--- src/rtl/cacheline_adapter_pkg.sv ---
// Shared definitions for the cache-line to burst-memory adapter: default beat
// geometry, the fixed 256-bit line width and the controller state encoding.
package cacheline_adapter_pkg;

    localparam int DEFAULT_BEAT_W    = 64;
    localparam int DEFAULT_BURST_LEN = 4;
    localparam int LINE_W            = 256;
    // A 256-bit line is 32 bytes, so burst addresses drop the low 5 bits.
    localparam int LINE_OFFSET_W     = 5;

    typedef enum logic [2:0] {
        IDLE,
        RD_REQ,
        RD_WAIT,
        WR,
        DONE
    } state_e;

endpackage

--- src/rtl/cacheline_adapter.sv ---
// Cache-line adapter: converts one 256-bit line read/write from the cache side
// into a BURST_LEN-beat burst on the memory side.
// Optional build macro CACHELINE_ADAPTER_RADDR_CHECK_EN: when defined, a
// returning read beat is only counted if its address tag matches the burst
// address; when undefined every valid beat in RD_WAIT is taken and
// bmem_raddr is ignored.
module cacheline_adapter
    import cacheline_adapter_pkg::*;
#(
    parameter int BEAT_W    = DEFAULT_BEAT_W,
    parameter int BURST_LEN = DEFAULT_BURST_LEN
) (
    input  logic              clk,
    input  logic              rst,
    input  logic [31:0]       dfp_addr,
    input  logic              dfp_read,
    input  logic              dfp_write,
    input  logic [255:0]      dfp_wdata,
    output logic [255:0]      dfp_rdata,
    output logic              dfp_resp,
    output logic [31:0]       bmem_addr,
    output logic              bmem_read,
    output logic              bmem_write,
    output logic [BEAT_W-1:0] bmem_wdata,
    input  logic              bmem_ready,
    input  logic [31:0]       bmem_raddr,
    input  logic [BEAT_W-1:0] bmem_rdata,
    input  logic              bmem_rvalid
);

    localparam int CNT_W = (BURST_LEN > 1) ? $clog2(BURST_LEN) : 1;
    localparam logic [CNT_W-1:0] LAST_BEAT = CNT_W'(BURST_LEN - 1);

    if (BEAT_W * BURST_LEN != LINE_W) begin : g_bad_geometry
        $error("cacheline_adapter: BEAT_W * BURST_LEN must equal the 256-bit line width");
    end

    state_e             state_q;
    state_e             state_d;
    logic [CNT_W-1:0]   cnt_q;
    logic [31:0]        addr_q;
    logic [LINE_W-1:0]  wdata_q;
    logic [LINE_W-1:0]  rdata_q;
    logic [31:0]        aligned_addr;
    logic               beat_take;

    assign aligned_addr = {dfp_addr[31:LINE_OFFSET_W], {LINE_OFFSET_W{1'b0}}};

`ifdef CACHELINE_ADAPTER_RADDR_CHECK_EN
    assign beat_take = (state_q == RD_WAIT) && bmem_rvalid && (bmem_raddr == addr_q);

    logic unused_addr_bits;
    assign unused_addr_bits = ^dfp_addr[LINE_OFFSET_W-1:0];
`else
    assign beat_take = (state_q == RD_WAIT) && bmem_rvalid;

    logic unused_addr_bits;
    assign unused_addr_bits = ^{dfp_addr[LINE_OFFSET_W-1:0], bmem_raddr};
`endif

    assign dfp_rdata = rdata_q;

    // Controller state register.
    always_ff @(posedge clk) begin
        if (rst) begin
            state_q <= IDLE;
        end else begin
            state_q <= state_d;
        end
    end

    // Next-state decode and memory/cache handshake outputs.
    always_comb begin
        state_d    = state_q;
        bmem_read  = 1'b0;
        bmem_write = 1'b0;
        bmem_addr  = '0;
        bmem_wdata = '0;
        dfp_resp   = 1'b0;
        case (state_q)
            IDLE: begin
                // A simultaneous read and write request resolves to the write.
                if (dfp_write) begin
                    state_d = WR;
                end else if (dfp_read) begin
                    state_d = RD_REQ;
                end
            end
            RD_REQ: begin
                bmem_read = 1'b1;
                bmem_addr = addr_q;
                if (bmem_ready) begin
                    state_d = RD_WAIT;
                end
            end
            RD_WAIT: begin
                if (beat_take && (cnt_q == LAST_BEAT)) begin
                    state_d = DONE;
                end
            end
            WR: begin
                bmem_write = 1'b1;
                bmem_addr  = addr_q;
                bmem_wdata = wdata_q[cnt_q*BEAT_W +: BEAT_W];
                if (bmem_ready && (cnt_q == LAST_BEAT)) begin
                    state_d = DONE;
                end
            end
            DONE: begin
                // Leave unconditionally so the request still held this cycle
                // is not taken a second time.
                dfp_resp = 1'b1;
                state_d  = IDLE;
            end
            default: begin
                state_d = IDLE;
            end
        endcase
    end

    // Request latch, beat counter and read line assembly.
    always_ff @(posedge clk) begin
        if (rst) begin
            cnt_q   <= '0;
            addr_q  <= '0;
            wdata_q <= '0;
            rdata_q <= '0;
        end else begin
            case (state_q)
                IDLE: begin
                    cnt_q <= '0;
                    if (dfp_write) begin
                        addr_q  <= aligned_addr;
                        wdata_q <= dfp_wdata;
                    end else if (dfp_read) begin
                        addr_q <= aligned_addr;
                    end
                end
                RD_REQ: begin
                    if (bmem_ready) begin
                        cnt_q <= '0;
                    end
                end
                RD_WAIT: begin
                    if (beat_take) begin
                        rdata_q[cnt_q*BEAT_W +: BEAT_W] <= bmem_rdata;
                        cnt_q <= (cnt_q == LAST_BEAT) ? '0 : cnt_q + 1'b1;
                    end
                end
                WR: begin
                    if (bmem_ready) begin
                        cnt_q <= (cnt_q == LAST_BEAT) ? '0 : cnt_q + 1'b1;
                    end
                end
                default: begin
                    cnt_q <= cnt_q;
                end
            endcase
        end
    end

endmodule

--- config.mk ---
export PLATFORM = sky130hd
export DESIGN_NAME = cacheline_adapter
export DESIGN_NICKNAME = d
export VERILOG_FILES = /design/src/rtl/cacheline_adapter_pkg.sv /design/src/rtl/cacheline_adapter.sv
export SDC_FILE = /design/constraint.sdc
export NUM_CORES = 1
export LEC_CHECK = 0
export BUFFER_PORTS_ARGS = -buffer_cell sky130_fd_sc_hd__buf_2
export CORE_AREA = 8 8 285 287
export CTS_BUF_LIST = sky130_fd_sc_hd__clkbuf_8
export CTS_CLUSTER_DIAMETER = 30
export CTS_CLUSTER_SIZE = 16
export DETAILED_ROUTE_END_ITERATION = 16
export DIE_AREA = 0 0 293 295
export PLACE_DENSITY_LB_ADDON = 0.15
export SLEW_MARGIN = 20
export SYNTH_ARGS = -nofsm -noshare
export SYNTH_HDL_FRONTEND = slang
export SYNTH_SLANG_ARGS = --single-unit
--- constraint.sdc ---
create_clock -name clk -period 3.4 [get_ports clk]
set_clock_uncertainty 0.15 [all_clocks]
set_input_delay 0.51 -clock clk [delete_from_list [all_inputs] [get_ports clk]]
set_output_delay 0.51 -clock clk [all_outputs]
set_load 0.02 [all_outputs]
==> impl_results.md <==
* Share of the synthesized area in the top cell type at 46.2%
* Die area at 86400 um2
* Clock buffer depth at 3
* Logic pwr share at around an eighth
* Startpoint class of the critical path: flip-flop
* I/O Pins at around 750
* Sw power at a little over 0.005 W
* Post-synthesis cell count at 2712
* Highest clock rate at 308 MHz
* Post-Route M1 WL at 40.2 mm
* Clock sink count at 544
* Hold Fails Final Rpt at 0
* Leakage at roughly 14 nW
* DR WL met2 at between 40 and 50 mm
* Post-synth EDFFs at 0
* Die width at 293 um
* WL per Instance at 20.9 um
* Vias in the first global route at 24700
* Post-synth design cell area at 23500 um2
* Async S/R FF share, synth at 0%
* Number of H-tree levels at 4
* Fin Setup TNS at 0 ns
* Met3 routed WL at 7.64 mm
* PortBufs at 702
* Ys Warns at 0
* Clk network pwr share at 48.9%
* Die Y at just under 300 um
* Hold Slack at 0.0878 ns
* Critical Path Fanout Max at 28
* Post-CTS Setup Inserts at 0
* CP Data Arrival Time at 2.59 ns
* Max layer used: met5
* Tightest Hold Check Type: in -> reg
* CTS tree: yes
* Reg power frac at 38.3%
* Clk_lat worst skew at approximately 0.74 ns
* First-pass GRT wire length at 150 mm
* Crit path largest cell delay at 0.59 ns
* Row Count at 102
* Share of cells above drive strength 1 at around 30%
* Worst-margin pin slew at 1.03 ns
* Initial Utilization at 30.7%
* Router iterations before antenna repair at 5
* Max_slew headroom at around a third
* Synth cell count leaders: dfxtp_1 (544), nand2_1 (475), nand2b_1 (313)
* Final HPWL DP at 66.4 mm
* Final period util at 95.5%
* RSZ-0062 raised after global routing: no
* Grt ovf at 0
* Slowest stage cell on the critical path: mux4_2
* Slew Viols, Final at 0
* GRT Util Overall at 22.1%
* 1st-iter DRT viols at between 1500 and 2000
* Area of the core at about 77000 um2
* Max-Cap Viols at 0
* Synth area leader: dfxtp_1
* Crit-path cells: buf_12 -> mux4_2 -> and3_1 -> buf_2
* Tmin final at 3.25 ns
* Most common cell in the netlist: dfxtp_1
* Clk slew on worst S/H paths at 0.05 ns
* Yosys reg bits at 544
* Ys flop type: dfxtp_1
* Register area at 10900 um2
* Initial antenna violation count at 21
* Combined area of the multi-input logic cells at 11300 um2
* Avg Inst Size Synth at 8.68 um2
* Sw Share at about 28%
* Pint at about 0.013 W
* Most area-consuming cells after synthesis: dfxtp_1 (46%), nand2b_1 (8.3%), nand2_1 (7.6%)
* Status: complete, no violations
* Max rail drop VDD at about 270 uV
* Post-route antenna net violation count at 0
* WS Path Type: reg -> out
* Synth cell types at 39
* Inserted Clock Buffers at 144
* Seq/Total Area, Yosys at 46.2%
* CTS root buf: clkbuf_8
* Critical path required time at between 2 and 3 ns
* Final GP Congestion at between 0.8 and 0.9
* Via density at 4.95
* Cell Pwr Density at 531 nW/um2
* Critical path capture point type: output port
* FILL cells at 7665
* Layout Nets at about 4000
* Via count at 23700
* Synthesis-to-layout area growth at 43.3%
* Final Setup Violations at 0
* Post-Route WL at 99.9 mm
* DRC at 0
* Largest net degree at the start of global routing at 145
-- cells by family (layout without fill, tap and decap cells) --
kind of cell,Yosys count,in the layout,synth area share [%]
AOI/OAI and AO/OA,517,517,11.3
and+or+nand+nor,1263,1263,28.6
other,1,22,0.0159
adders and majority gates,5,5,0.266
muxes,94,94,7.40
buffers and inverters,288,1303,6.18
DFF,544,544,46.2
-- critical path, delay by kind of cell (launching register included) --
family / cells / cell delay (ns)
mux: 1 / 0.59
flops: 1 / 0.54
buf+inv: 2 / 0.48
simple gates: 1 / 0.22
-- cell type report --
| cell class | instances | share of cell area (%) |
|---|---|---|
| diodes | 17 | 0.126 |
| multi-input cells | 1884 | 33.4 |
| flip-flops and latches | 544 | 32.3 |
| well taps | 1040 | 3.86 |
| clock buffers | 164 | 6.69 |
| repair buffers | 1048 | 21.2 |
| clock inverters | 88 | 2.40 |
| inverters | 3 | 0.0334 |
-- flip-flops by register name, summed over array words and instances (netlist names) --
name / cells
cnt_q: 2
addr_q: 27
dfp_rdata: 256
wdata_q: 256
state_q: 3
-- through the flow --
step           setup WS, ns  power (W)  area [um2]  instances  utilization [%]
5_1_grt              0.0191     0.0188       33700       4785             44.0
3_3_place_gp          0.854    0.00897       27600       4219             36.0
3_5_place_dp          0.802    0.00901       27600       4219             36.0
4_1_cts             0.00113     0.0182       33700       4771             43.9
2_1_floorplan         0.944    0.00828       23600       2716                -
6_report              0.154     0.0179       33800       4788             44.0
-- worst paths after layout --
path / from / end / slack (ns) / cells past startpoint
worst max-delay path: cnt_q[0]$_SDFFE_PP0P_ / bmem_wdata[45] / 0.15 / 4
worst min-delay path: bmem_rdata[42] / dfp_rdata[170]$_SDFFE_PP0P_ / 0.09 / 4
worst max register to register: cnt_q[1]$_SDFFE_PP0P_ / state_q[1]$_SDFFE_PP0P_ / 0.42 / 6
worst min register to register: wdata_q[244]$_SDFFE_PP0P_ / wdata_q[244]$_SDFFE_PP0P_ / 0.30 / 2
-- placed cells by master (no fill, tap or decap), types with 4 or more instances in the layout --
cell type      instances
nand2_2               40
conb_1                 5
ha_2                   4
inv_6                  4
nand4_1              256
nand2_1              475
and2_2                 4
bufinv_16             10
mux4_2                64
mux2i_1               29
dlygate4sd3_1        300
clkinv_2              24
and2_1                27
o21ai_0              253
diode_2               17
clkinv_8               5
buf_4                 22
clkbuf_8             164
nor2b_1               66
clkinvlp_4             8
and3_1                65
inv_1                 31
a21oi_1              241
nand2b_1             313
buf_12                22
dfxtp_1              541
a21oi_2               15
clkinv_4               5
buf_2                701
-- layer usage --
| layer | global-route usage, % | vias up |
|---|---|---|
| li1 | - | 11200 |
| met1 | 26.0 | 11300 |
| met2 | 37.6 | 928 |
| met3 | 6.53 | 201 |
| met4 | 9.13 | 10 |
| met5 | 0 | - |
-- what timing repair did --
| action | 4_1_cts | 5_1_grt |
|---|---|---|
| resized for setup | 0 | 2 |
| endpoints found under the hold margin | 309 | 0 |
| setup endpoints to repair | 0 | 23 |
| hold buffers | 300 | 0 |
-- power groups by stage --
stage	Clock [W]	Sequential [W]	Combinational (W)
after floorplan	0	0.00696	0.00132
after global placement	0	0.00698	0.00199
after detailed placement	0	0.00700	0.00202
after CTS	0.00898	0.00687	0.00231
after global routing	0.00937	0.00690	0.00249
final	0.00877	0.00687	0.00230
Power figures use the tool's default switching activity.
